### config.mk
export PLATFORM = sky130hd
export DESIGN_NAME = msg_sequencer
export DESIGN_NICKNAME = d
export VERILOG_FILES = /design/src/rtl/msg_seq_pkg.sv /design/src/rtl/msg_seq_timer.sv /design/src/rtl/msg_sequencer.sv
export SDC_FILE = /design/constraint.sdc
export NUM_CORES = 1
export LEC_CHECK = 0
export ABC_CLOCK_PERIOD_IN_PS = 2400
export BUFFER_PORTS_ARGS = -buffer_cell sky130_fd_sc_hd__buf_2
export CORE_MARGIN = 2
export CORE_UTILIZATION = 50
export CTS_CLUSTER_SIZE = 14
export DETAILED_ROUTE_END_ITERATION = 10
export HOLD_SLACK_MARGIN = 0.08
export PLACE_DENSITY_LB_ADDON = 0.3
export SYNTH_ARGS = -nofsm -noshare
export SYNTH_HDL_FRONTEND = slang
export SYNTH_SLANG_ARGS = --single-unit
export TNS_END_PERCENT = 10
### constraint.sdc
create_clock -name i_Clk -period 2.4 [get_ports i_Clk]
set_input_delay 0.48 -clock i_Clk [delete_from_list [all_inputs] [get_ports i_Clk]]
set_output_delay 0.48 -clock i_Clk [all_outputs]
set_load 0.01 [all_outputs]
### src/rtl/msg_seq_pkg.sv
// msg_seq_pkg: message ROM, blank code and state encoding shared by msg_sequencer.
package msg_seq_pkg;
    typedef enum logic [1:0] {IDLE, SHOW, GAP} state_e;
    localparam logic [7:0] ASCII_BLANK = 8'h00;
    localparam logic [7:0] MSG_ROM [16] = '{
        8'h48, 8'h45, 8'h4C, 8'h4C, 8'h4F, 8'h00, 8'h00, 8'h00,
        8'h00, 8'h00, 8'h00, 8'h00, 8'h00, 8'h00, 8'h00, 8'h00
    };
endpackage

### src/rtl/msg_seq_timer.sv
// msg_seq_timer: clearable run-enabled counter, expire is high while running at terminal count.
module msg_seq_timer #(
    parameter int W = 2
) (
    input  logic         i_Clk,
    input  logic         i_Rst_L,
    input  logic         i_Clr,
    input  logic         i_Run,
    input  logic [W-1:0] i_Tc,
    output logic         o_Expire
);
    logic [W-1:0] cnt_q, cnt_d;
    always_comb cnt_d = i_Clr ? '0 : i_Run ? cnt_q + W'(1) : cnt_q;
    always_ff @(posedge i_Clk or negedge i_Rst_L)
        if (!i_Rst_L) cnt_q <= '0;
        else          cnt_q <= cnt_d;
    assign o_Expire = i_Run && (cnt_q == i_Tc);
endmodule

### src/rtl/msg_sequencer.sv
// msg_sequencer: steps a ROM message onto one 7-seg digit with blank gaps between characters.
// Define MSG_SEQ_AUTOPLAY_EN to enable i_Play auto-advance and looping.
module msg_sequencer
    import msg_seq_pkg::*;
#(
    parameter int CLKS_PER_CHAR = 12_500_000,
    parameter int GAP_CLKS      = 2_500_000,
    parameter int MSG_LEN       = 5
) (
    input  logic       i_Clk,
    input  logic       i_Rst_L,
    input  logic       i_Step,
    input  logic       i_Play,
    output logic [7:0] o_Ascii,
    output logic [3:0] o_Char_Index,
    output logic       o_Busy,
    output logic       o_Done
);
    localparam int MAX_CLKS = CLKS_PER_CHAR > GAP_CLKS ? CLKS_PER_CHAR : GAP_CLKS;
    localparam int TW = $clog2(MAX_CLKS);
    localparam logic [3:0] LAST = 4'(MSG_LEN - 1);

    state_e        state_q, state_d;
    logic [3:0]    idx_q, idx_d;
    logic [7:0]    ascii_q, ascii_d;
    logic          busy_q, busy_d, done_q, done_d;
    logic          step_q, step_prev_q, step_edge;
    logic          play, run, expire;
    logic [TW-1:0] tc;

`ifdef MSG_SEQ_AUTOPLAY_EN
    assign play = i_Play;
    assign tc   = state_q == SHOW ? TW'(CLKS_PER_CHAR - 1) : TW'(GAP_CLKS - 1);
`else
    logic unused_play;
    assign unused_play = i_Play;
    assign play = 1'b0;
    assign tc   = TW'(GAP_CLKS - 1);
`endif

    // Edge is taken between two registered samples so a step reacts one edge after it is sampled.
    assign step_edge = step_q && !step_prev_q;
    assign run = state_q == GAP || (state_q == SHOW && play);

    msg_seq_timer #(.W(TW)) u_timer (
        .i_Clk   (i_Clk),
        .i_Rst_L (i_Rst_L),
        .i_Clr   (state_d != state_q),
        .i_Run   (run),
        .i_Tc    (tc),
        .o_Expire(expire)
    );

    always_comb begin
        state_d = state_q;
        idx_d   = idx_q;
        done_d  = 1'b0;
        case (state_q)
            IDLE: if (step_edge || play) begin
                state_d = SHOW;
                idx_d   = '0;
            end
            SHOW: if (step_edge || expire) begin
                state_d = GAP;
                done_d  = idx_q == LAST;
            end
            GAP: if (expire) begin
                state_d = idx_q != LAST || play ? SHOW : IDLE;
                idx_d   = idx_q != LAST ? idx_q + 4'd1 : 4'd0;
            end
            default: state_d = IDLE;
        endcase
        ascii_d = state_d == SHOW ? MSG_ROM[idx_d] : ASCII_BLANK;
        busy_d  = state_d != IDLE;
    end

    always_ff @(posedge i_Clk or negedge i_Rst_L)
        if (!i_Rst_L) begin
            state_q     <= IDLE;
            idx_q       <= '0;
            ascii_q     <= ASCII_BLANK;
            busy_q      <= 1'b0;
            done_q      <= 1'b0;
            step_q      <= 1'b0;
            step_prev_q <= 1'b0;
        end else begin
            state_q     <= state_d;
            idx_q       <= idx_d;
            ascii_q     <= ascii_d;
            busy_q      <= busy_d;
            done_q      <= done_d;
            step_q      <= i_Step;
            step_prev_q <= step_q;
        end

    assign o_Ascii      = ascii_q;
    assign o_Char_Index = idx_q;
    assign o_Busy       = busy_q;
    assign o_Done       = done_q;
endmodule

# ---- Word level (Yosys, flattened, before mapping)
# Memory sizes are Yosys's and may differ from the RTL's.
# Index checks and enable logic that the tools add are counted.
dict set report word_totals {
  register_bits 42
  romBits 128
  input_bits 4
  out_inout_bits 14
  word_cells 43
  n_memories 1
}
dict set report op_classes {
  add_sub_neg 2
  magnitude_cmp 1
  n_eq_ne 7
  muxes 16
  bitwise_logic 1
  n_reduce_logical 7
}
# name depth width read_ports rd_clocked_by_memory_dff write_ports line_no
set mem_list {}
lappend mem_list {{(name not given)} 16 8 1 0 0 msg_sequencer.sv:73} ;# ascii_d = state_d == SHOW ? MSG_ROM[idx_d] : ASCII_BLANK;
# operator count
set op_table {}
lappend op_table {{$mux W24} 2}
lappend op_table {{$add A24 B1 Y24 const B} 1}
lappend op_table {{$eq A24 B22 Y1 const B} 1}
lappend op_table {{$mux W8} 3}
lappend op_table {{$mux W4} 3}
lappend op_table {{$pmux W4 S2} 1}
lappend op_table {{$mux W2} 3}
lappend op_table {{$pmux W2 S3} 1}
lappend op_table {{$ge A5 B5 Y1 const B} 1}
lappend op_table {{$not A4 Y5} 1}
lappend op_table {{$add A4 B1 Y4 const B} 1}
lappend op_table {{$eq A2 B1 Y1 const B} 2}
lappend op_table {{$eq A4 B3 Y1 const B} 1}
lappend op_table {{$ne A4 B3 Y1 const B} 1}
lappend op_table {{$reduce_bool A2 Y1} 2}
lappend op_table {{$mux W1} 3}
lappend op_table {{$eq A2 B2 Y1 const B} 1}
lappend op_table {{$logic_and A1 B1 Y1} 2}
lappend op_table {{$logic_not A2 Y1} 1}
lappend op_table {{$ne A2 B2 Y1} 1}
lappend op_table {{$logic_not A1 Y1} 1}
lappend op_table {{$logic_or A1 B1 Y1} 1}

# ---- Logic depth before layout (Yosys ltp)
dict set report depth {
  word_depth 9
  ltp_mapped 8
  ltp_nobuf 8
}

# ---- Cells and area by module
# A second synthesis with hierarchy kept.
dict set report hier_totals {
  cells_unflattened 246
  area_unflattened_um2 2338.5
}
# mod instances cells_per_inst area_per_inst_um2 seq_area_each_um2
set modules_own_cells {}
lappend modules_own_cells {msg_seq_timer 1 169 1540.2 600.6}
lappend modules_own_cells {msg_sequencer 1 77 798.3 375.4}

# ---- Worst setup path before layout
# No wires, ideal clock.
dict set report synth_path {
  kind {reg2reg}
  start {register u_timer.cnt_q[20]}
  end {register ascii_q[0], in the netlist o_Ascii[0]}
  setup_time_ps 143
  arrival_ps 2034
  required_time_ps 2257
  slack_ps 223
  path_stages_with_launch 7
  n_path_buf 0
  synth_period_minus_slack_ps 2177
  path_cell_list {dfrtp_1 nor4b_4 nand4_2 or4_4 a31oi_4 mux2i_1 a31oi_1}
}
dict set report synth_between {
  elab_chain_cells 9
  word_cells_on_any_way 14
  cone_classes {eq/ne: 2; mux: 8; bitwise: 1; reduce/logical: 2; memory: 1}
}
# element line_no
set synth_lines {}
lappend synth_lines {{start: declaration} msg_seq_timer.sv:12} ;# logic [W-1:0] cnt_q, cnt_d;
lappend synth_lines {{start signal: assignment} msg_seq_timer.sv:16} ;# else cnt_q <= cnt_d;
lappend synth_lines {{$eq A24 B22 Y1 *} msg_seq_timer.sv:17} ;# assign o_Expire = i_Run && (cnt_q == i_Tc);
lappend synth_lines {{$logic_and A1 B1 Y1 *} msg_seq_timer.sv:17}
lappend synth_lines {{$mux W4} msg_sequencer.sv:67} ;# GAP: if (expire) begin
lappend synth_lines {{$pmux W4 S2} msg_sequencer.sv:58} ;# case (state_q)
lappend synth_lines {{$not A4 Y5 (not written as such)} msg_sequencer.sv:73}
lappend synth_lines {{$mem_v2 Z16 W8} -}
lappend synth_lines {{$mux W8 (not written as such) (2 in a row)} msg_sequencer.sv:73}
lappend synth_lines {{$mux W8 *} msg_sequencer.sv:73}
lappend synth_lines {{via ascii_d[0]} msg_sequencer.sv:25} ;# logic [7:0] ascii_q, ascii_d;
lappend synth_lines {{end signal: assignment} msg_sequencer.sv:89} ;# ascii_q <= ascii_d;
lappend synth_lines {{end: declaration} msg_sequencer.sv:25}
# Mark *: on every way through the listed nets, which the timed path passes. The rest lies on a longest branch. The select of a mux whose other input is x is not followed.
# A chain may end at the register's enable or synchronous reset.

# ---- Final worst setup path
dict set report layout_path {
  start {register u_timer.cnt_q[14]}
  end {register ascii_q[6], in the netlist o_Ascii[6]}
}
dict set report layout_between {
  elab_chain_cells 9
  word_cells_on_any_way 14
  cone_classes {eq/ne: 2; mux: 8; bitwise: 1; reduce/logical: 2; memory: 1}
}
# element line_no
set layout_lines {}
lappend layout_lines {{$eq A24 B22 Y1} msg_seq_timer.sv:17}
lappend layout_lines {{$logic_and A1 B1 Y1} msg_seq_timer.sv:17}
lappend layout_lines {{$mux W4} msg_sequencer.sv:67}
lappend layout_lines {{$pmux W4 S2} msg_sequencer.sv:58}
lappend layout_lines {{via idx_d[2]} msg_sequencer.sv:24} ;# logic [3:0] idx_q, idx_d;
lappend layout_lines {{$not A4 Y5 (not written as such)} msg_sequencer.sv:73}
lappend layout_lines {{$mem_v2 Z16 W8} -}
lappend layout_lines {{$mux W8 (not written as such) (2 in a row)} msg_sequencer.sv:73}
lappend layout_lines {{$mux W8} msg_sequencer.sv:73}
lappend layout_lines {{via ascii_d[6]} msg_sequencer.sv:25}
# The timed path passes the listed nets, and every way through them passes these cells. The select of a mux whose other input is x is not followed.

==> key figures <==
STA
  – Worst-margin pin slew: 858 ps
  – Min Clock Period, post-route: 2260 ps
  – Fin crit share: 94.0%
  – Hold Slack: 291 ps
  – Hold Violations, Final: 0
  – Slew Limit Fails: 0
  – PnR worst setup slack: 143 ps
  – Setup violations, final: 0
  – Clock Skew: 6.32 ps
  – Fmax achieved: 443 MHz
  – Relative slew slack: 42.8%

Synth
  – Yosys warning count: 0
  – Ys async rst share: 100%
  – Area leader, netlist: dfrtp_1
  – Post-synthesis cell count: 221
  – Synthesized area: 2120 um2
  – Mean Syn Cell Area: 9.60 um2
  – Yosys cell types: 42
  – Main synth FF type: dfrtp_1
  – Yosys reg bits: 39
  – EDFF count, synth: 0
  – Share of the synthesized area in the top cell type: 46.0%
  – Post-synthesis sequential area ratio: 46.0%
  – Top cells by area, synth: dfrtp_1 (46%), nor2_1 (6.2%), xor2_1 (5.8%)

Layout
  – Commonest non-fill, non-tap cells in the layout: dfrtp_1 (37), nor2_1 (35), nand2_1 (16)
  – Share of cells above drive strength 1: 19.4%
  – Register area: 978 um2
  – Final nets: 256
  – Layout Area Growth over Synthesis: 13.9%
  – Most common cell after layout, fill and taps aside: dfrtp_1
  – Multi-input gate area in the final layout: 1080 um2
  – Antenna cells: 0
  – FILL cells: 358

Min path
  – Hold WC Path Type: primary input to flop
  – Hold path start: i_Step

Detailed routing
  – DRT Pass-1 Iters: 4
  – Post-DRT Antenna Nets: 0
  – Vias/cell: 5.49
  – DRC viols: 0
  – Drt total wl: 4170 um
  – Via Count: 1,637
  – Wire per inst: 14.0 um
  – Initial DRC count: 104

CTS
  – Clk slew on worst S/H paths: 70 ps
  – CTS Root Buffer Type: clkbuf_8
  – CTS Buf Count: 5
  – Longest Clk Path Bufs: 2
  – CTS tree: yes
  – CTS Hold Buffers Added: 0
  – Sink Count: 39
  – Later-pin clock latency in the skew report: 290 ps
  – CTS HTree Levels: 2

Placed design
  – Pre-CTS setup slack: 104 ps
  – IO buf count: 13
  – Placer congestion estimate: 0.910
  – Detailed placement HPWL: 3000 um

Global route
  – Remaining Overflow, GRT: 0
  – GR Util All Layers: 18.7%
  – Vias in the first global route: 1,516
  – Initial antenna violation count: 0
  – Global-route wire length before repair: 7040 um
  – Pin count of the biggest net entering global routing: 40

Setup path
  – Critical-path maximum fanout: 8
  – Startpoint types: flop
  – Reg-to-Reg Start: u_timer.cnt_q[14]$_DFFE_PN0P_
  – Critical Path RT: 2600 ps
  – Critical path class: flop to flop
  – Crit path from: u_timer.cnt_q[14]$_DFFE_PN0P_
  – Worst path arrival time: 2460 ps
  – Crit end category: flop

Flow run
  – MaxCap Viol Count: 0

Pwr
  – Power Total: 1510 uW
  – VDD IR-drop max: 0.539 mV
  – Total leakage power: 0.00113 uW
  – Power per cell area: 624 nW/um2

Floorplan
  – CORE AREA: 4030 um2
  – Die ar.: 4780 um2
  – I/O pin count: 18
  – Initial Utilization: 52.7%
  – Die Ht: 69.1 um
  – Die width: 69.1 um
  – FP Rows: 23

Outcome
  – Run status: complete, no violations
[per-stage QoR]
stage / std cells / utilization (%) / TNS, ps / area (um2)
3_5_place_dp: 289 / 57.4 / 0 / 2310
4_1_cts: 295 / 59.2 / 0 / 2390
5_1_grt: 298 / 60.0 / -9.24 / 2420
2_1_floorplan: 223 / - / 0 / 2130
6_report: 298 / 60.0 / 0 / 2420
3_3_place_gp: 289 / 57.4 / 0 / 2310
[synth_stat cells (2+ instances only)]
master / instances
a31oi_1: 2
nor2_1: 35
nand2_1: 16
nand3_1: 11
buf_4: 3
xor2_1: 14
a21oi_1: 10
nor4b_4: 2
xnor2_1: 10
clkbuf_1: 5
and4bb_2: 2
dfrtp_1: 39
and2_1: 2
a21o_1: 2
nor4_1: 2
and4_1: 2
nor2b_1: 3
and3_1: 7
nor3_1: 8
inv_1: 8
nand2b_1: 2
nand4_1: 12
o22ai_1: 2
o21ai_0: 2
ha_1: 3
[report_power, final]
| group | leakage, uW | internal [uW] | switching, uW |
|---|---|---|---|
| sequential | 0.000530 | 709 | 47.5 |
| combinational | 0.000559 | 133 | 218 |
| clock | 0.0000371 | 193 | 207 |
[cell type report]
cell class / instances / share of cell area [%]
well taps: 50 / 2.59
multi-input cells: 167 / 44.8
clock buffers: 6 / 3.00
flip-flops and latches: 39 / 40.5
inverters: 8 / 1.24
repair buffers: 28 / 7.87
[cell families after synthesis]
family	Yosys count	synth area share (%)
and+or+nand+nor	113	30.4
DFF	39	46.0
xor gates and xnor gates	24	9.91
AOI/OAI and AO/OA	23	7.72
buffers and inverters	17	3.60
adders and majority gates	3	1.77
other	1	0.177
muxes	1	0.472
[routing by layer]
layer / GRT usage, % / part of all wire (%) / vias up
li1: - / - / 817
met1: 25.0 / 48 / 776
met2: 28.8 / 46 / 36
met3: 4.24 / 4.1 / 8
met4: 9.15 / 2.2 / 0
met5: 0 / 0 / -
[path summary, 6_finish.rpt]
path                       slack [ps]                            end  cells past startpoint
min in group asynchronous         300  u_timer.cnt_q[13]$_DFFE_PN0P_                      1
setup / recovery                  140           o_Ascii[6]$_DFF_PN0_                      7
max in group asynchronous        1520  u_timer.cnt_q[11]$_DFFE_PN0P_                      1
hold / removal                    290               step_q$_DFF_PN0_                      1
hold reg to reg                   400          step_prev_q$_DFF_PN0_                      0
setup reg to reg                  140           o_Ascii[6]$_DFF_PN0_                      7
[state kept, by name, indices dropped and copies added, names as in the netlist]
signal,count
u_timer.cnt_q,24
o_Done,1
state_q,2
o_Ascii,5
step_prev_q,1
o_Busy,1
o_Char_Index,4
step_q,1
[worst max-delay path: stages, from the launching register on]
cell,delay (ps)
dfrtp_1,450
nor4_4,390
nand4_2,140
or4_4,550
a31oi_4,270
buf_4,170
inv_1,40
a21oi_1,150
[timing repair]
action / 4_1_cts / 5_1_grt
setup endpoints to repair: 0 / 5
setup buffers: 0 / 3
gates resized for setup: 0 / 3
Note: power is estimated with default switching activity, not from simulation.
